<file path="config.mk">
export PLATFORM = sky130hd
export DESIGN_NAME = vga_image_scanout_flat
export DESIGN_NICKNAME = d
export VERILOG_FILES = /design/src/rtl/vga_image_scanout_if.sv /design/src/rtl/vga_image_scanout.sv /design/src/flat_wrapper.sv
export SDC_FILE = /design/constraint.sdc
export NUM_CORES = 1
export LEC_CHECK = 0
export CAP_MARGIN = 20
export CORE_MARGIN = 2
export CORE_UTILIZATION = 28
export DETAILED_ROUTE_END_ITERATION = 10
export GPL_TIMING_DRIVEN = 0
export PLACE_DENSITY = 0.49
export SYNTH_ARGS = -nofsm -noshare
export SYNTH_HDL_FRONTEND = slang
export SYNTH_SLANG_ARGS = --single-unit
</file>
<file path="constraint.sdc">
create_clock -name clk -period 2.53 [get_ports clk]
set_clock_uncertainty 0.1 [all_clocks]
set_input_delay 0.506 -clock clk [delete_from_list [all_inputs] [get_ports clk]]
set_output_delay 0.506 -clock clk [all_outputs]
set_load 0.01 [all_outputs]
</file>
<file path="src/rtl/vga_image_scanout_if.sv">
// Bundles the image-ROM side and VGA side of the scanout block.
// The master modport is the scanout engine; the slave side is the ROM plus display.
interface vga_image_scanout_if;
  logic [1:0] img_sel;
  logic [2:0] pixel;
  logic [7:0] xoff;
  logic [7:0] yoff;
  logic [1:0] memorySelect;
  logic       vga_hs;
  logic       vga_vs;
  logic       vga_blank_n;
  logic [7:0] vga_r;
  logic [7:0] vga_g;
  logic [7:0] vga_b;
  logic       frame_start;

  modport master (
    input  img_sel, pixel,
    output xoff, yoff, memorySelect,
    output vga_hs, vga_vs, vga_blank_n, vga_r, vga_g, vga_b, frame_start
  );

  modport slave (
    output img_sel, pixel,
    input  xoff, yoff, memorySelect,
    input  vga_hs, vga_vs, vga_blank_n, vga_r, vga_g, vga_b, frame_start
  );
endinterface

</file>
<file path="src/rtl/vga_image_scanout.sv">
// VGA scanout for a 256x256 3-bit image held in an external ROM.
// Stage 0: raster counters. Stage 1: ROM address plus delayed timing flags
// (ROM answers combinationally in this cycle). Stage 2: grayscale RGB and syncs.
module vga_image_scanout #(
  parameter int         H_ACTIVE    = 640,
  parameter int         H_FP        = 16,
  parameter int         H_SYNC      = 96,
  parameter int         H_BP        = 48,
  parameter int         V_ACTIVE    = 480,
  parameter int         V_FP        = 10,
  parameter int         V_SYNC      = 2,
  parameter int         V_BP        = 33,
  parameter int         IMG_X0      = 192,
  parameter int         IMG_Y0      = 112,
  parameter logic [7:0] BORDER_GRAY = 8'h20
) (
  input  logic               clk,
  input  logic               rst_n,
  vga_image_scanout_if.master bus
);

  localparam int H_TOTAL = H_ACTIVE + H_FP + H_SYNC + H_BP;
  localparam int V_TOTAL = V_ACTIVE + V_FP + V_SYNC + V_BP;

  // 10-bit copies of the raster boundaries so every compare is width-matched
  localparam logic [9:0] H_LAST     = 10'(H_TOTAL - 1);
  localparam logic [9:0] V_LAST     = 10'(V_TOTAL - 1);
  localparam logic [9:0] H_ACT_END  = 10'(H_ACTIVE);
  localparam logic [9:0] V_ACT_END  = 10'(V_ACTIVE);
  localparam logic [9:0] HS_BEGIN   = 10'(H_ACTIVE + H_FP);
  localparam logic [9:0] HS_END     = 10'(H_ACTIVE + H_FP + H_SYNC);
  localparam logic [9:0] VS_BEGIN   = 10'(V_ACTIVE + V_FP);
  localparam logic [9:0] VS_END     = 10'(V_ACTIVE + V_FP + V_SYNC);
  localparam logic [9:0] IMG_X_BEG  = 10'(IMG_X0);
  localparam logic [9:0] IMG_X_END  = 10'(IMG_X0 + 256);
  localparam logic [9:0] IMG_Y_BEG  = 10'(IMG_Y0);
  localparam logic [9:0] IMG_Y_END  = 10'(IMG_Y0 + 256);

  // stage 0: raster position
  logic [9:0] h_cnt_q, h_cnt_d;
  logic [9:0] v_cnt_q, v_cnt_d;
  // frame-synchronous image select
  logic [1:0] mem_sel_q, mem_sel_d;
  // stage 1: ROM address and delayed flags
  logic [7:0] xoff_q, xoff_d;
  logic [7:0] yoff_q, yoff_d;
  logic       hs1_q, hs1_d;
  logic       vs1_q, vs1_d;
  logic       act1_q, act1_d;
  logic       img1_q, img1_d;
  logic       fs1_q, fs1_d;
  // stage 2: display outputs
  logic       hs2_q, hs2_d;
  logic       vs2_q, vs2_d;
  logic       blank2_q, blank2_d;
  logic [7:0] gray2_q, gray2_d;
  logic       fs2_q, fs2_d;

  // raw decode helpers
  logic       frame_end_s;
  logic       active_s;
  logic       in_img_s;
  logic [9:0] x_rel_s;
  logic [9:0] y_rel_s;

  // next-state logic for counters, select and both pipeline stages
  always_comb begin
    h_cnt_d   = h_cnt_q;
    v_cnt_d   = v_cnt_q;
    mem_sel_d = mem_sel_q;
    xoff_d    = 8'd0;
    yoff_d    = 8'd0;

    frame_end_s = (h_cnt_q == H_LAST) && (v_cnt_q == V_LAST);
    active_s    = (h_cnt_q < H_ACT_END) && (v_cnt_q < V_ACT_END);
    in_img_s    = (h_cnt_q >= IMG_X_BEG) && (h_cnt_q < IMG_X_END) &&
                  (v_cnt_q >= IMG_Y_BEG) && (v_cnt_q < IMG_Y_END);
    x_rel_s     = h_cnt_q - IMG_X_BEG;
    y_rel_s     = v_cnt_q - IMG_Y_BEG;

    // raster advance: h wraps every line, v wraps on the last line
    if (h_cnt_q == H_LAST) begin
      h_cnt_d = 10'd0;
      if (v_cnt_q == V_LAST) begin
        v_cnt_d = 10'd0;
      end else begin
        v_cnt_d = v_cnt_q + 10'd1;
      end
    end else begin
      h_cnt_d = h_cnt_q + 10'd1;
    end

    // image select only moves at the very last counter state of a frame
    if (frame_end_s) begin
      mem_sel_d = bus.img_sel;
    end else begin
      mem_sel_d = mem_sel_q;
    end

    // ROM address: image line goes to xoff, pixel within the line to yoff
    if (in_img_s) begin
      xoff_d = y_rel_s[7:0];
      yoff_d = x_rel_s[7:0];
    end else begin
      xoff_d = 8'd0;
      yoff_d = 8'd0;
    end

    hs1_d  = !((h_cnt_q >= HS_BEGIN) && (h_cnt_q < HS_END));
    vs1_d  = !((v_cnt_q >= VS_BEGIN) && (v_cnt_q < VS_END));
    act1_d = active_s;
    img1_d = in_img_s;
    fs1_d  = (h_cnt_q == 10'd0) && (v_cnt_q == 10'd0);

    // gray expansion replicates the 3-bit sample across the byte
    if (act1_q && img1_q) begin
      gray2_d = {bus.pixel, bus.pixel, bus.pixel[2:1]};
    end else if (act1_q) begin
      gray2_d = BORDER_GRAY;
    end else begin
      gray2_d = 8'h00;
    end

    hs2_d    = hs1_q;
    vs2_d    = vs1_q;
    blank2_d = act1_q;
    fs2_d    = fs1_q;
  end

  // all state; syncs reset to their inactive (high) level
  always_ff @(posedge clk or negedge rst_n) begin
    if (!rst_n) begin
      h_cnt_q   <= 10'd0;
      v_cnt_q   <= 10'd0;
      mem_sel_q <= 2'd2;
      xoff_q    <= 8'd0;
      yoff_q    <= 8'd0;
      hs1_q     <= 1'b1;
      vs1_q     <= 1'b1;
      act1_q    <= 1'b0;
      img1_q    <= 1'b0;
      fs1_q     <= 1'b0;
      hs2_q     <= 1'b1;
      vs2_q     <= 1'b1;
      blank2_q  <= 1'b0;
      gray2_q   <= 8'h00;
      fs2_q     <= 1'b0;
    end else begin
      h_cnt_q   <= h_cnt_d;
      v_cnt_q   <= v_cnt_d;
      mem_sel_q <= mem_sel_d;
      xoff_q    <= xoff_d;
      yoff_q    <= yoff_d;
      hs1_q     <= hs1_d;
      vs1_q     <= vs1_d;
      act1_q    <= act1_d;
      img1_q    <= img1_d;
      fs1_q     <= fs1_d;
      hs2_q     <= hs2_d;
      vs2_q     <= vs2_d;
      blank2_q  <= blank2_d;
      gray2_q   <= gray2_d;
      fs2_q     <= fs2_d;
    end
  end

  assign bus.xoff         = xoff_q;
  assign bus.yoff         = yoff_q;
  assign bus.memorySelect = mem_sel_q;
  assign bus.vga_hs       = hs2_q;
  assign bus.vga_vs       = vs2_q;
  assign bus.vga_blank_n  = blank2_q;
  assign bus.vga_r        = gray2_q;
  assign bus.vga_g        = gray2_q;
  assign bus.vga_b        = gray2_q;
  assign bus.frame_start  = fs2_q;

endmodule

</file>
<file path="src/flat_wrapper.sv">
// flat-port wrapper written by rule: the top's interface ports become plain ports
module vga_image_scanout_flat 
#(
  parameter int         H_ACTIVE    = 640,
  parameter int         H_FP        = 16,
  parameter int         H_SYNC      = 96,
  parameter int         H_BP        = 48,
  parameter int         V_ACTIVE    = 480,
  parameter int         V_FP        = 10,
  parameter int         V_SYNC      = 2,
  parameter int         V_BP        = 33,
  parameter int         IMG_X0      = 192,
  parameter int         IMG_Y0      = 112,
  parameter logic [7:0] BORDER_GRAY = 8'h20
)
  (clk, rst_n, bus_img_sel, bus_pixel, bus_xoff, bus_yoff, bus_memorySelect, bus_vga_hs, bus_vga_vs, bus_vga_blank_n, bus_vga_r, bus_vga_g, bus_vga_b, bus_frame_start);
  vga_image_scanout_if bus_i ();
  input  logic clk;
  input  logic rst_n;
  input wire logic [$bits(bus_i.img_sel)-1:0] bus_img_sel;
  input wire logic [$bits(bus_i.pixel)-1:0] bus_pixel;
  output wire logic [$bits(bus_i.xoff)-1:0] bus_xoff;
  output wire logic [$bits(bus_i.yoff)-1:0] bus_yoff;
  output wire logic [$bits(bus_i.memorySelect)-1:0] bus_memorySelect;
  output wire logic [$bits(bus_i.vga_hs)-1:0] bus_vga_hs;
  output wire logic [$bits(bus_i.vga_vs)-1:0] bus_vga_vs;
  output wire logic [$bits(bus_i.vga_blank_n)-1:0] bus_vga_blank_n;
  output wire logic [$bits(bus_i.vga_r)-1:0] bus_vga_r;
  output wire logic [$bits(bus_i.vga_g)-1:0] bus_vga_g;
  output wire logic [$bits(bus_i.vga_b)-1:0] bus_vga_b;
  output wire logic [$bits(bus_i.frame_start)-1:0] bus_frame_start;
  assign bus_i.img_sel = bus_img_sel;
  assign bus_i.pixel = bus_pixel;
  assign bus_xoff = bus_i.xoff;
  assign bus_yoff = bus_i.yoff;
  assign bus_memorySelect = bus_i.memorySelect;
  assign bus_vga_hs = bus_i.vga_hs;
  assign bus_vga_vs = bus_i.vga_vs;
  assign bus_vga_blank_n = bus_i.vga_blank_n;
  assign bus_vga_r = bus_i.vga_r;
  assign bus_vga_g = bus_i.vga_g;
  assign bus_vga_b = bus_i.vga_b;
  assign bus_frame_start = bus_i.frame_start;
  vga_image_scanout #(.H_ACTIVE(H_ACTIVE), .H_FP(H_FP), .H_SYNC(H_SYNC), .H_BP(H_BP), .V_ACTIVE(V_ACTIVE), .V_FP(V_FP), .V_SYNC(V_SYNC), .V_BP(V_BP), .IMG_X0(IMG_X0), .IMG_Y0(IMG_Y0), .BORDER_GRAY(BORDER_GRAY)) u_core (.clk(clk), .rst_n(rst_n), .bus(bus_i));
endmodule
</file>
# == Word-level counts from Yosys, hierarchy flattened ==
# Cells that the tools add are included.
# Widths: inputs -> output; s select.
# word_totals
inputBits,7
word_cells,50
out_inout_bits,46
reg_bits,55
# op_classes
n_addsub,4
eq_ne,2
muxes,6
n_reduce_logical,13
magnitude_cmp,10
# op_table
cell,n
$lt 10x9->1 const B,4
$mux 8,3
$add 10x1->10 const B,2
$eq 10x10->1 const B,2
$logic_not 10->1,2
$lt 10x10->1 const B,2
$mux 10,2
$ge 10x10->1 const B,1
$ge 10x7->1 const B,1
$ge 10x8->1 const B,1
$ge 10x9->1 const B,1
$logic_and 1x1->1,9
$sub 8x7->8 const B,1
$sub 8x8->8 const B,1
$mux 6,1
$logic_not 1->1,2

# == Depth between registers and ports, before layout ==
# Gate-level depths: netlist of the first run.
# depth
word_depth,5
ltp_mapped,7
ltp_nobuf,6

# == Worst setup path after synthesis of the first run ==
# No wires, ideal clock.
# synth_path
path_kind,flip-flop to flip-flop
from,register u_core.v_cnt_q[4]
to,"register u_core.mem_sel_q[0], in the netlist u_core.bus.memorySelect[0]"
path_stages_with_launch,7
setup_ns,0.125
arrival_ns,1.526
n_path_buf,0
path_slack_ns,0.779
synth_period_minus_slack_ns,1.751
required_ns,2.305
cell_sequence,dfrtp_1 > inv_1 > ha_1 > and4b_1 > nand2_1 > nor2_1 > mux2_2
# synth_via
elab_chain_cells,2
# synth_rtl
element,line_no,text
from (decl),vga_image_scanout.sv:41,"logic [9:0] v_cnt_q, v_cnt_d;"
from (signal assigned),vga_image_scanout.sv:150,v_cnt_q <= v_cnt_d;
$eq 10x10->1,vga_image_scanout.sv:74,frame_end_s = (h_cnt_q == H_LAST) && (v_cnt_q == V_LAST);
$logic_and 1x1->1,vga_image_scanout.sv:74,
to (signal assigned),vga_image_scanout.sv:151,mem_sel_q <= mem_sel_d;
to (decl),vga_image_scanout.sv:43,"logic [1:0] mem_sel_q, mem_sel_d;"
# Every way passes these cells.
# A chain may end at the register's enable or synchronous reset.

# == Final worst setup path of the first run ==
# Same ends and word-level chain as after synthesis.

==> qor.yml, run 1 <==
drtIter0Drc: 83
max_cap_violations: 0
syn_avg_cell_area_um2: 11.1
place_area_um2: 3070
rsz0062_at_grt: "no"
core_um2: 8260
rr_endpoint: "u_core.bus.memorySelect[0]"
clk_path_buf_depth: 2
first_global_vias: 1581
tns_ps: 0
die_area_um2: 9320
antenna_found_initial: 0
syn_area_um2: 2400
ys_seq_area_frac: 0.535
cp_data_arrival_time_ps: 2220
swShare: 0.214
hold_viol_final: 0
ys_types: 40
nets: 293
slew_viol_final: 0
min_period_ps: 2110
cp_max_fo: 6
synthAdderAreaFrac: 0.0522
dpl.hpwl_um: 3580
finalSetupViolations: 0
p_int_w: 0.00112
synth_compound_area_frac: 0.0668
cts_made_buffers: 5
yosys.area_share.simple: 0.183
pwr-share-clk: 0.411
slew_headroom: 0.626
holdBufCountCts: 0
syn_to_final_growth_pct: 32.6
io_pins: 53
status: "complete, no violations"
synth_xor_area_frac: 0.0438
die_height_um: 96.6
avgViaCountPerCell: 4.31
cts_root_buffer: "clkbuf_8"
cts_setup_buffers: 0
ant_nets: 0
critical_path_class: "reg -> reg"
ir_drop_uv: 246
yosys.area.top_type: "dfrtp_1"
ctsHtreeMaxLevel: 2
synthFlopType: "dfrtp_1"
setup_ws_ps: 420
worst_slew_pin_slew_ps: 561
cts_tree: "built"
power.density_nw_per_um2: 449
rr_startpoint: "u_core.v_cnt_q[4]"
p_switching_w: 0.000306
start_util: 0.290
rows: 33
synth_top_family_by_area: "simple AND/OR/NAND/NOR gates"
gr-total-overflow: 0
clkLatencyLatePin_ps: 310
async_reset_ff_frac: 1.00
stdcell_area_um2: 3180
path_clk_slew_ps: 100
p_comb_frac: 0.019
place_congestion: 0.804
die_w_um: 96.6
synth_area_leaders: "dfrtp_1, buf_4, dfstp_2, ha_1, and2_1"
end_kind: "flop"
synth-seq-cells: 51
crit_required_ps: 2640
synth_mux_area_frac: 0.0136
min_period_over_period: 0.834
grt_use_total: 0.113
num_vias: 1648
grt_pass1_wl_um: 8040
critPathLaunchType: "flop"
cts.sinks: 51
routedWlPerCell_um: 12.8
rr_worst_depth: 6
pre_cts_ws_ps: 411
pwr-share-seq: 0.570
dr.pass1.iters: 4
wirelength_um: 4910
yosysWarnings: 0
max_clock_freq_ghz: 0.474
rrSetupSlack_ps: 420
syn-num-nets: 233
grt_max_degree: 30
drive_above_1_share: 0.199
drc: 0
netlist_instances: 216
synth_edf_count: 0
leakage_nw: 1.43
cts_resized: 0
synth_top_area_frac: 0.480
num_antenna_cells: 0
portBuffers: 52
hold_class: "in -> async"
## critical path, cell delays in order (launching register included)
cell     delay (ps)
dfrtp_1         450
inv_1           170
ha_1            230
and4b_1         280
nand2_1         200
nor2_1          230
mux2_2          360
## power by group through the flow
| stage | sequential [W] | combinational [W] | clock [W] |
|---|---|---|---|
| 2_1_floorplan | 0.000831 | 0.000000268 | 0 |
| 3_3_place_gp | 0.000831 | 0.0000266 | 0 |
| 3_5_place_dp | 0.000831 | 0.0000297 | 0 |
| 4_1_cts | 0.000815 | 0.0000298 | 0.000608 |
| 5_1_grt | 0.000815 | 0.0000327 | 0.000650 |
| 6_report | 0.000815 | 0.0000278 | 0.000587 |
## how the worst max path moves through the flow
stage                            startpoint                    endpoint  slack (ps)  cells past startpoint
after floorplan           u_core.v_cnt_q[4]  u_core.bus.memorySelect[0]         780                      6
after global placement                rst_n          u_core.bus.xoff[7]        -790                      1
after detailed placement  u_core.v_cnt_q[4]          u_core.bus.yoff[5]         410                      6
after CTS                 u_core.v_cnt_q[4]          u_core.bus.yoff[5]         390                      6
after global routing      u_core.v_cnt_q[4]  u_core.bus.memorySelect[0]         250                      6
final                     u_core.v_cnt_q[4]  u_core.bus.memorySelect[0]         420                      6
## flip-flops by register name (all words and copies together) (netlist names)
signal                   count
u_core.img1_q                1
u_core.bus.yoff              8
u_core.h_cnt_q              10
u_core.act1_q                1
u_core.fs1_q                 1
u_core.bus.memorySelect      2
u_core.bus.vga_hs            1
u_core.bus.xoff              8
u_core.hs1_q                 1
u_core.bus.vga_blank_n       1
u_core.bus.frame_start       1
u_core.bus.vga_b             4
u_core.bus.vga_vs            1
u_core.vs1_q                 1
u_core.v_cnt_q              10
## through the flow
step           total power (W)  cells  hold WS (ps)   util
6_report               0.00143    382          71.0  0.385
5_1_grt                0.00150    382           112  0.385
4_1_cts                0.00145    382          96.5  0.385
3_5_place_dp          0.000860    374           240  0.371
2_1_floorplan         0.000831    216           110      -
3_3_place_gp          0.000857    373           235  0.369
## synth_stat cells (all sizes together), types with 2 or more instances
library cell	n
mux2	2
nor4	4
dfstp	5
and4b	2
a21boi	2
inv	11
and3	8
nand2	13
xnor2	4
o22ai	2
nand4	5
nand3	9
nor2	6
a21oi	6
dfrtp	46
and2	17
buf	29
ha	10
o21ai	10
xor2	8
nor3	5
## layout by cell type, fill, tap and decap left out, drive strengths merged, types with 6 or more instances in the layout
cell / count
ha: 10
inv: 12
o21ai: 10
nand2: 13
nand3: 9
a21oi: 6
and2: 17
xor2: 8
clkbuf: 6
buf: 31
dfrtp: 46
clkdlybuf4s50: 51
nor2: 6
and3: 8
## metal layers
layer,vias to the layer above,part of all wire,GRT usage
met5,-,0,0
met4,0,0.010,0.0282
met3,5,0.069,0.0272
met2,47,0.45,0.182
met1,768,0.47,0.153
li1,828,-,-
## cell families (layout without fill, tap and decap cells)
logic type / Yosys count / count (layout)
flip-flops: 51 / 51
multiplexers: 3 / 3
buffers and inverters: 41 / 102
XOR/XNOR: 12 / 12
AO/OA/AOI/OAI: 26 / 26
AND/OR/NAND/NOR: 73 / 73
adder cells (fa/ha/maj): 10 / 10
## area by class of cell
cell class	instances	area, um2
Timing Repair Buffer	53	536
Buffer	30	214
Multi-Input combinational cell	124	861
Fill cell	831	5080
Tap cell	105	131
Inverter	11	41.3
Clock buffer	5	68.8
Clock inverter	3	46.3
Sequential cell	51	1280
Power figures use the tool's default switching activity.
==> run 2, diff against run 1 <==
==> constraint.sdc (replaced) <==
create_clock -name clk -period 2 [get_ports clk]
set_clock_uncertainty 0.1 [all_clocks]
set_input_delay 0.4 -clock clk [delete_from_list [all_inputs] [get_ports clk]]
set_output_delay 0.4 -clock clk [all_outputs]
set_load 0.01 [all_outputs]
==> qor.yml, run 2 (same netlist as run 1, synthesis figures left out) <==
status: "complete, no violations"
gr-total-overflow: 0
slew_viol_final: 0
dpl.hpwl_um: 3580
slew_headroom: 0.626
place_congestion: 0.804
crit_required_ps: 2100
min_period_ps: 1890
cts_tree: "built"
grt_pass1_wl_um: 8080
leakage_nw: 1.43
drc: 0
drtIter0Drc: 76
wirelength_um: 4910
path_clk_slew_ps: 100
crit_path_max_incr_delay_ps: 460
die_area_um2: 9320
cp_slowest_cell: "dfrtp_2"
holdPathStages: 0
layout_commonest_cell: "clkdlybuf4s50_1"
mostFrequentLayoutCells: "clkdlybuf4s50_1, dfrtp_1, buf_4, and2_1, nand2_1"
core_um2: 8260
die_w_um: 96.6
die_height_um: 96.6
portBuffers: 52
worst_slew_pin_slew_ps: 560
setup_ws_ps: 113
cp_data_arrival_time_ps: 1990
grt_use_total: 0.113
ant_nets: 0
ctsHtreeMaxLevel: 2
min-delay-start: "u_core.vs1_q"
clkLatencyLatePin_ps: 310
top_regs: "u_core.h_cnt_q: 10 flops, u_core.v_cnt_q: 10 flops"
power.density_nw_per_um2: 562
clk_path_buf_depth: 2
utilization: 0.389
min_period_over_period: 0.944
max_cap_violations: 0
cts_root_buffer: "clkbuf_8"
rrSetupSlack_ps: 110
syn_to_final_growth_pct: 33.9
cts_made_buffers: 5
avgViaCountPerCell: 4.32
rr_worst_depth: 6
finalSetupViolations: 0
whs_endpoint: "u_core.bus.vga_vs"
crit_path_cell_trace: "inv_2 > ha_2 > and4b_2 > nand2_2 > nor2_2 > mux2_2"
nets: 295
end_kind: "flop"
antenna_found_initial: 0
start_util: 0.290
num_antenna_cells: 0
cp_max_fo: 6
dr.pass1.iters: 4
pre_cts_ws_ps: -119
ir_drop_uv: 312
io_pins: 53
drive_above_1_share: 0.237
grt_max_degree: 30
rr_endpoint: "u_core.bus.memorySelect[0]"
critPathLaunchType: "flop"
routedWlPerCell_um: 12.8
max_clock_freq_ghz: 0.530
rr_startpoint: "u_core.v_cnt_q[4]"
num_vias: 1657
rows: 33
cts.sinks: 51
first_global_vias: 1589
hold_viol_final: 0
rsz0062_at_grt: "no"
critical_path_class: "reg -> reg"
hold_class: "reg -> reg"
## run 2: cell types whose count changed in the layout (fill, tap and decap cells not counted), moves of 3 or more
cell	delta
inv_1	-3
dfrtp_1	-3
dfrtp_2	+3
inv_2	+3
## run 2: critical path: cells and delay by family (launching register included)
family / cells / cell delay [ps]
AND/OR/NAND/NOR: 3 / 560
buffers and inverters: 1 / 110
flip-flops: 1 / 460
multiplexers: 1 / 340
adder cells (fa/ha/maj): 1 / 210
## run 2: metal layers
layer  up-vias  GRT usage  wire length [um]
li1        832          -                 -
met1       773      0.153              2280
met2        48      0.184              2250
met3         4     0.0272               333
met4         0     0.0282                41
met5         -          0                 0
## run 2: cell type report
class	instances	area, um2
plain buffers	30	214
clock buffers	5	68.8
clock inverters	3	46.3
fillers	829	5050
inverters	11	41.3
multi-input cells	124	870
flip-flops and latches	51	1290
well taps	105	131
repair buffers	55	553
## run 2: through the flow
step | std cells | total power [W] | hold WS, ps | area [um2] | TNS (ps)
3_5_place_dp | 374 | 0.00109 | 240 | 3070 | -1140
3_3_place_gp | 373 | 0.00108 | 235 | 3050 | -60010
6_report | 384 | 0.00180 | 260 | 3210 | 0
4_1_cts | 384 | 0.00184 | 262 | 3200 | 0
2_1_floorplan | 216 | 0.00105 | 4.41 | 2400 | 0
5_1_grt | 384 | 0.00189 | 267 | 3210 | 0
## run 2: worst max path at each step
| stage | end | slack [ps] | from | cells after the start |
|---|---|---|---|---|
| after floorplan | u_core.bus.memorySelect[0] | 250 | u_core.v_cnt_q[4] | 6 |
| after global placement | u_core.bus.xoff[7] | -1210 | rst_n | 1 |
| after detailed placement | u_core.bus.yoff[5] | -120 | u_core.v_cnt_q[4] | 6 |
| after CTS | u_core.bus.memorySelect[0] | 9 | u_core.v_cnt_q[4] | 6 |
| after global routing | u_core.v_cnt_q[9] | 0.5 | u_core.h_cnt_q[7] | 7 |
| final | u_core.bus.memorySelect[0] | 110 | u_core.v_cnt_q[4] | 6 |
## run 2: timing repair
| action | CTS | global route |
|---|---|---|
| setup endpoints to repair | 12 | 22 |
| buffers inserted | 1 | 0 |
| hold endpoints to repair | 4 | 0 |
| pin swaps | 1 | 0 |
| hold buffers | 1 | 0 |
| gates resized for setup | 2 | 8 |
## run 2: where the power goes
| group | internal [W] | switching (W) | leakage, nW | total [W] |
|---|---|---|---|---|
| combinational | 0.0000145 | 0.0000222 | 0.720 | 0.0000366 |
| sequential | 0.00103 | 0 | 0.660 | 0.00103 |
| clock | 0.000377 | 0.000360 | 0.0548 | 0.000737 |
==> run 3, diff against run 2 <==
--- a/config.mk
+++ b/config.mk
@@ -5,11 +5,11 @@
 export SDC_FILE = /design/constraint.sdc
 export NUM_CORES = 1
 export LEC_CHECK = 0
+export ABC_CLOCK_PERIOD_IN_PS = 2000
 export CAP_MARGIN = 20
 export CORE_MARGIN = 2
 export CORE_UTILIZATION = 28
 export DETAILED_ROUTE_END_ITERATION = 10
-export GPL_TIMING_DRIVEN = 0
 export PLACE_DENSITY = 0.49
 export SYNTH_ARGS = -nofsm -noshare
 export SYNTH_HDL_FRONTEND = slang
==> qor.yml, run 3 (same netlist as run 1, synthesis figures left out) <==
status: "complete, no violations"
num_vias: 1621
die_w_um: 96.6
pre_cts_ws_ps: 133
first_global_vias: 1559
holdPathStages: 0
place_congestion: 0.882
dr.pass1.iters: 4
syn_to_final_growth_pct: 29.0
end_kind: "flop"
p_comb_frac: 0.020
portBuffers: 52
grt_pass1_wl_um: 7790
tns_ps: 0
io_pins: 53
cp_max_fo: 6
min-delay-start: "u_core.hs1_q"
pwr-share-clk: 0.411
drc: 0
max_clock_freq_ghz: 0.533
rr_endpoint: "u_core.v_cnt_q[9]"
hold_viol_final: 0
ctsHtreeMaxLevel: 2
pwr-share-seq: 0.569
multi_input_area_um2: 863
dpl.hpwl_um: 3410
wirelength_um: 4690
finalPower_w: 0.00181
rr_startpoint: "u_core.h_cnt_q[7]"
cts.sinks: 51
start_util: 0.290
setup_ws_ps: 123
mostFrequentLayoutCells: "clkdlybuf4s50_1, dfrtp_1, and2_1, buf_4, nand2_1"
drtIter0Drc: 76
grt_use_total: 0.110
clk_path_buf_depth: 2
stdcell_area_um2: 3090
swShare: 0.200
layout_commonest_cell: "clkdlybuf4s50_1"
leakage_nw: 1.36
rrSetupSlack_ps: 120
routedWlPerCell_um: 12.8
p_switching_w: 0.000362
min_period_ps: 1880
nets: 279
die_height_um: 96.6
die_area_um2: 9320
fillers: 838
core_um2: 8260
min_period_over_period: 0.938
avgViaCountPerCell: 4.40
grt_max_degree: 52
top_regs: "u_core.h_cnt_q: 10 flops, u_core.v_cnt_q: 10 flops"
register_area_um2: 1280
finalSetupViolations: 0
whs_endpoint: "u_core.bus.vga_hs"
antenna_found_initial: 0
p_int_w: 0.00145
place_area_um2: 2960
cts_made_buffers: 5
power.density_nw_per_um2: 586
crit_required_ps: 2130
num_antenna_cells: 0
slew_viol_final: 0
rows: 33
cts_root_buffer: "clkbuf_8"
gr-total-overflow: 0
critical_path_class: "reg -> reg"
rr_worst_depth: 7
clkLatencyLatePin_ps: 300
critPathLaunchType: "flop"
worst_slew_pin_slew_ps: 356
whs_ps: 261
hold_class: "reg -> reg"
drive_above_1_share: 0.163
rsz0062_at_grt: "no"
cts_tree: "built"
cp_data_arrival_time_ps: 2010
slew_headroom: 0.761
path_clk_slew_ps: 90
max_cap_violations: 0
ir_drop_uv: 223
ant_nets: 0
run 3: changes by cell type in the layout (fill, tap and decap cells not counted), sizes merged:
cell,change
clkinvlp,-1
buf,-15
clkinv,+1
inv,-1
run 3: worst max-delay path by stage:
stage	cells past startpoint	slack (ps)	end	from
after global routing	7	8	u_core.v_cnt_q[9]	u_core.h_cnt_q[7]
after detailed placement	6	130	u_core.bus.memorySelect[0]	u_core.v_cnt_q[5]
final	7	120	u_core.v_cnt_q[9]	u_core.h_cnt_q[7]
after floorplan	6	250	u_core.bus.memorySelect[0]	u_core.v_cnt_q[4]
after CTS	1	110	bus_memorySelect[1]	u_core.bus.memorySelect[1]
after global placement	6	160	u_core.bus.memorySelect[0]	u_core.v_cnt_q[5]
run 3: worst max-delay path, cell delays in order (launching register included):
cell and delay [ps]:
dfrtp_1 460, inv_1 80, ha_1 180, and4b_1 260, nand3_2 120, buf_4 180, o31a_1 300, a31oi_2 130
run 3: metal layers:
metal / routed length [um] / vias up / global-route usage
met5: 0 / - / 0
met4: 70 / 0 / 0.0387
met3: 313 / 7 / 0.0310
met2: 2120 / 52 / 0.174
met1: 2190 / 761 / 0.143
li1: - / 801 / -
run 3: through the flow:
| stage | utilization | std cells |
|---|---|---|
| 3_3_place_gp | 0.359 | 359 |
| 5_1_grt | 0.375 | 368 |
| 3_5_place_dp | 0.359 | 359 |
| 4_1_cts | 0.374 | 368 |
| 6_report | 0.375 | 368 |
| 2_1_floorplan | - | 216 |
run 3: layout make-up:
type,instances,area share
Timing Repair Buffer,69,0.213
Clock buffer,6,0.0267
Tap cell,105,0.0425
Inverter,11,0.0133
Clock inverter,2,0.0113
Multi-Input combinational cell,124,0.279
Sequential cell,51,0.414
run 3: timing repair:
action | in CTS | in global routing
resized for setup | 0 | 2
hold buffers | 1 | 0
setup buffers | 0 | 0
endpoints found under the setup margin | 0 | 2
endpoints found under the hold margin | 46 | 0
run 3: power groups by stage:
stage | registers [W] | logic, W | clock network (W)
after floorplan | 0.00105 | 0.000000339 | 0
after global placement | 0.00105 | 0.0000375 | 0
after detailed placement | 0.00105 | 0.0000372 | 0
after CTS | 0.00103 | 0.0000386 | 0.000781
after global routing | 0.00103 | 0.0000426 | 0.000824
final | 0.00103 | 0.0000363 | 0.000745
==> patch 1, RTL diff (settings of run 2) <==
One comparison of `h_cnt_q` changes from == to >=.
--- a/src/rtl/vga_image_scanout.sv
+++ b/src/rtl/vga_image_scanout.sv
@@ -71,7 +71,7 @@
     xoff_d    = 8'd0;
     yoff_d    = 8'd0;
 
-    frame_end_s = (h_cnt_q == H_LAST) && (v_cnt_q == V_LAST);
+    frame_end_s = (h_cnt_q >= H_LAST) && (v_cnt_q == V_LAST);
     active_s    = (h_cnt_q < H_ACT_END) && (v_cnt_q < V_ACT_END);
     in_img_s    = (h_cnt_q >= IMG_X_BEG) && (h_cnt_q < IMG_X_END) &&
                   (v_cnt_q >= IMG_Y_BEG) && (v_cnt_q < IMG_Y_END);
Check against the original RTL: same outputs for any inputs over 10 cycles, from zero or initial values and one cycle with rst_n low; that may be too few to reach the edited logic, so the function may still have changed.
==> patch 1 against run 2 <==
  * Total power fell by 6.4%
  * Final cell count is 7.0% higher
  * Cell area is 6.7% higher
  * Fmax fell by 3.4%
  * Sequential share of layout area fell by 2.5 points
  * Setup slack got worse by 0.067 ns
  * Synthesized area up 3.4%
  * Highest routed layer unchanged
  * Routed wire length grew 9.6%
  * Sequential cell count is the same
  * Count of clock-buffer cells in the layout is the same
  * Critical endpoint is now u_core.v_cnt_q[9]
  * Largest cell class unchanged
==> patch 1: results (changes against run 2) <==
The violation count after the first detailed-routing iteration came out at 89 (+17%). The number of distinct library cells after synthesis is 42 (+5.0%). The mean number of vias per cell came out at 4.46 (+3.3%). The quantity of gates resized following cts is 13 (+11). The share of cell area taken by muxes after synthesis came out at 1.31% (-0.044 points). Ranked by total cell area, the synthesized netlist is headed by dfrtp_1 (46%), buf_4 (6.4%), ha_1 (5.5%). The met3 wire length came to 295 um (-11%). The instance area at placement came to 3150 um2 (+2.8%).

The worst max-slew margin expressed relative to the limit came out at 66.1% (+3.5 points). The filler-free cell count of the finished design came out at 411 (+7.0%). The number of cells after detailed placement is 392 (+4.8%). The routed length per placed instance is 13.1 um (+2.4%). The last weighted congestion value of the routability-driven placer came out at 0.802 (-0.25%).

The final clock period utilization by the worst path is 97.7% (+3.3 points). The run finished with clean final reports. The count of nets after finishing was 320 (+8.5%).

The switching power share of the total is 22.8% (+1.6 points). The met3 usage came out at 2.93% (+0.22 points). The total routing resource utilization after global routing came out at 11.6% (+0.29 points). The per-instance average area after synthesis is 10.7 um2 (-3.3%). The largest fanout of any net on the critical path is 10 (+4). The total setup buffers inserted after CTS is 6 (+5). The share of synthesized area occupied by flip-flops and latches came out at 51.7% (-1.8 points).

The setup slack at placement is -0.535 ns (-0.417 ns). The met1 track demand over resource was 15.8% (+0.50 points). The number of search-and-repair iterations in the first detailed-routing pass was 6 (+2). The number of filler cells placed in the layout is 881 (+6.3%). The met2 wire length came out at 2460 um (+9.2%). The synthesized-area fraction occupied by adder cells is 5.55% (+0.33 points). The global-route wire length before repair is 9050 um (+12%). The layout cell share with drive strength beyond 1 came out at 23.8% (+0.11 points). The compound-gate portion of the synthesized area was 7.42% (+0.74 points). The maximum VDD drop is 0.292 mV (-6.1%). The global-route met2 utilization came out at 18.2% (-0.17 points).
[patch 1: layout make-up]
type	count	area (um2)	area share (%)
clock inverters	3	23.8	0.694
multi-input cells	135	1030	29.9
flip-flops and latches	51	1290	37.5
inverters	13	48.8	1.42
plain buffers	31	210	6.13
repair buffers	65	628	18.3
well taps	108	135	3.94
clock buffers	5	68.8	2.01
[patch 1: final timing paths]
kind	endpoint	slack (ns)	from
min reg2reg	u_core.bus.frame_start	0.26	u_core.fs1_q
min	u_core.bus.frame_start	0.26	u_core.fs1_q
max	u_core.v_cnt_q[9]	0.05	u_core.h_cnt_q[6]
max reg2reg	u_core.v_cnt_q[9]	0.05	u_core.h_cnt_q[6]
min in group asynchronous	u_core.bus.yoff[6]	0.42	rst_n
max in group asynchronous	u_core.bus.vga_vs	0.80	rst_n
[patch 1: worst max-delay path, cell delays in order (launching register included)]
cell,delay (ns)
dfrtp_1,0.41
inv_2,0.09
ha_4,0.15
inv_1,0.08
or4_4,0.52
buf_6,0.17
o31ai_4,0.23
o21ai_1,0.09
==> patch 2, RTL diff (config.mk and constraints of run 2) <==
Without the edit above. `H_ACTIVE` is set to 640 in 2 places; all go to 320.
--- a/src/rtl/vga_image_scanout.sv
+++ b/src/rtl/vga_image_scanout.sv
@@ -2,7 +2,7 @@
 // Stage 0: raster counters. Stage 1: ROM address plus delayed timing flags
 // (ROM answers combinationally in this cycle). Stage 2: grayscale RGB and syncs.
 module vga_image_scanout #(
-  parameter int         H_ACTIVE    = 640,
+  parameter int         H_ACTIVE    = 320,
   parameter int         H_FP        = 16,
   parameter int         H_SYNC      = 96,
   parameter int         H_BP        = 48,
--- a/src/flat_wrapper.sv
+++ b/src/flat_wrapper.sv
@@ -1,7 +1,7 @@
 // flat-port wrapper written by rule: the top's interface ports become plain ports
 module vga_image_scanout_flat 
 #(
-  parameter int         H_ACTIVE    = 640,
+  parameter int         H_ACTIVE    = 320,
   parameter int         H_FP        = 16,
   parameter int         H_SYNC      = 96,
   parameter int         H_BP        = 48,
Formal check against the unedited RTL: no difference found for any inputs over 10 cycles, from zero or initial values and one cycle with rst_n low; that may be too few to reach the edited logic, so the function may still have changed.
==> patch 2 against run 2 <==
  * Cell area grew 4.5%
  * Hold slack lost 0.0048 ns
  * Critical endpoint unchanged
  * Total power barely moved
  * Setup slack got worse by 0.055 ns
  * Combinational power fell by 1%
  * Utilization up 0.16 points
  * Routed wire length fell by 1.6%
  * Synthesized area up 2.2%
  * Non-clock buffer count grew 4
  * Sequential cell count unchanged
  * Critical path depth unchanged
==> patch 2: results (changes against run 2) <==
The layout cell share with drive strength beyond 1 was 27.6% (+3.9 points). The detailed-routing wirelength on met1 came to 2260 um (-1.1%). The quantity of gates resized following cts came out at 10 (+8). The non-clock buffering overhead in the final layout came out at 24.4% (+0.47 points). The leakage power summed over all cells is 0.00154 uW (+7.2%). The highest cell delay on the worst timing path is 0.50 ns (+0.04 ns). The met3 wire length is 195 um (-41%). The met3 usage is 2.16% (-0.56 points). Sorting the synthesized cells by how often they occur yields dfrtp_1 (46), buf_4 (20), and2_1 (17). The count of nets after finishing is 301 (+2.0%). The pin count of the biggest net entering global routing is 34 (+13%). The met2 wire length is 2300 um (+2.1%). The total setup buffers inserted after CTS is 9 (+8). The number of distinct library cells after synthesis is 43 (+7.5%).

The share of synthesized area occupied by flip-flops and latches is 52.3% (-1.2 points). The number of filler cells placed in the layout came out at 868 (+4.7%). The final design area excluding fillers is 3350 um2 (+4.5%). The violation count after the first detailed-routing iteration is 53 (-30%). The setup slack at placement is -0.0842 ns (+0.0346 ns).

The tree is rooted in a clkbuf_8. The met1 track demand over resource came out at 14.2% (-1.1 points). The filler-free cell count of the finished design is 391 (+1.8%). The number of buffers on the longest clock path was 2 (unchanged). The number of diodes is 0 (unchanged). The largest fanout of any net on the critical path is 4 (-2). The global-route wire length before repair is 8360 um (+3.5%).

The net count after synthesis came out at 232 (-0.43%). The per-instance average area after synthesis came out at 11.5 um2 (+3.7%). The flow ran to the end, and the final reports show no timing, DRC or antenna violations. The non-clock inverter count in the final layout is 11 (unchanged). The instance area at placement was 3120 um2 (+1.9%). The share of the final layout cell area in multi-input gates came out at 28.3% (+1.3 points). For this design, the slowest cell found on the critical path is or4_4. The multi-input combinational gate total was 124 (unchanged). The flip-flop and latch count after synthesis is 51 (unchanged). The total CTS buffers was 5 (unchanged). The layout clock buffer count is 6 (+1).

The worst max-slew margin expressed relative to the limit was 68.5% (+5.8 points). The maximum VDD drop is 0.237 mV (-24%). The maximum level of the CTS H-tree came to 2 (unchanged). The total routed wirelength came out at 4830 um (-1.6%). Sorting the synthesized cells by area gives the leading types as dfrtp_1 (47%), buf_4 (6.1%), ha_1 (6.1%). The register share of the cell area is 38.5% (-1.5 points).

The clock-cell share of area came out at 3.51% (-0.079 points). The overall via count from detail_route came out at 1679 (+1.3%). The last weighted congestion value of the routability-driven placer came out at 0.785 (-2.4%).

Clock-pin slew was measured on the worst setup and hold paths at ~0.090 ns. The total routing resource utilization after global routing came to 10.7% (-0.66 points). The non-clock buffer instance count of the final layout is 89 (+4.7%).

The initial antenna violation count came out at 0 (unchanged). The global-route met2 utilization is 17.5% (-0.95 points). The detailed-placement wirelength estimate was 3500 um (-2.2%). The arrival time reported for the critical path endpoint is 2.04 ns (+0.05 ns).
-- patch 2: changes by cell type after synthesis, moves of 3 or more --
cell / before / now
a21oi_1: 6 / 1
nand4_1: 5 / 1
nand3_1: 8 / 11
nor4b_1: 1 / 4
nand2_1: 13 / 6
buf_2: 6 / 3
o21ai_0: 10 / 6
nor2_1: 6 / 10
xnor2_1: 4 / 8
-- patch 2: where the power goes --
group / total [uW] / leakage [uW] / switching [uW] / internal (uW)
sequential: 1030 / 0.000653 / 0 / 1030
clock: 739 / 0.0000612 / 334 / 405
combinational: 36.1 / 0.000824 / 21.6 / 14.6
total: 1810 / 0.00154 / 356 / 1450
-- patch 2: worst paths after layout --
check / from / end / slack [ns] / depth (start not counted)
worst max-delay path: u_core.v_cnt_q[5] / u_core.bus.memorySelect[0] / 0.06 / 6
worst min-delay path: u_core.fs1_q / u_core.bus.frame_start / 0.26 / 0
worst max register to register: u_core.v_cnt_q[5] / u_core.bus.memorySelect[0] / 0.06 / 6
worst min register to register: u_core.fs1_q / u_core.bus.frame_start / 0.26 / 0
max in group asynchronous: rst_n / u_core.hs1_q / 0.74 / 3
min in group asynchronous: rst_n / u_core.v_cnt_q[8] / 0.47 / 2
-- patch 2: logic make-up after synthesis --
group,count (synthesis),share of synthesized area [%]
flops,51,52.3
xor+xnor,16,5.71
buf+inv,38,10.1
compound gates,14,3.67
simple gates,79,20.5
mux,3,1.63
fa+ha+maj,12,6.12
-- patch 2: through the flow --
stage,util [%],TNS [ns]
floorplan,-,0
global placement,36.2,-54.16
detailed placement,36.3,-0.628
CTS,38.8,-0.0341
global route,39.0,-0.00800
finish,39.0,0
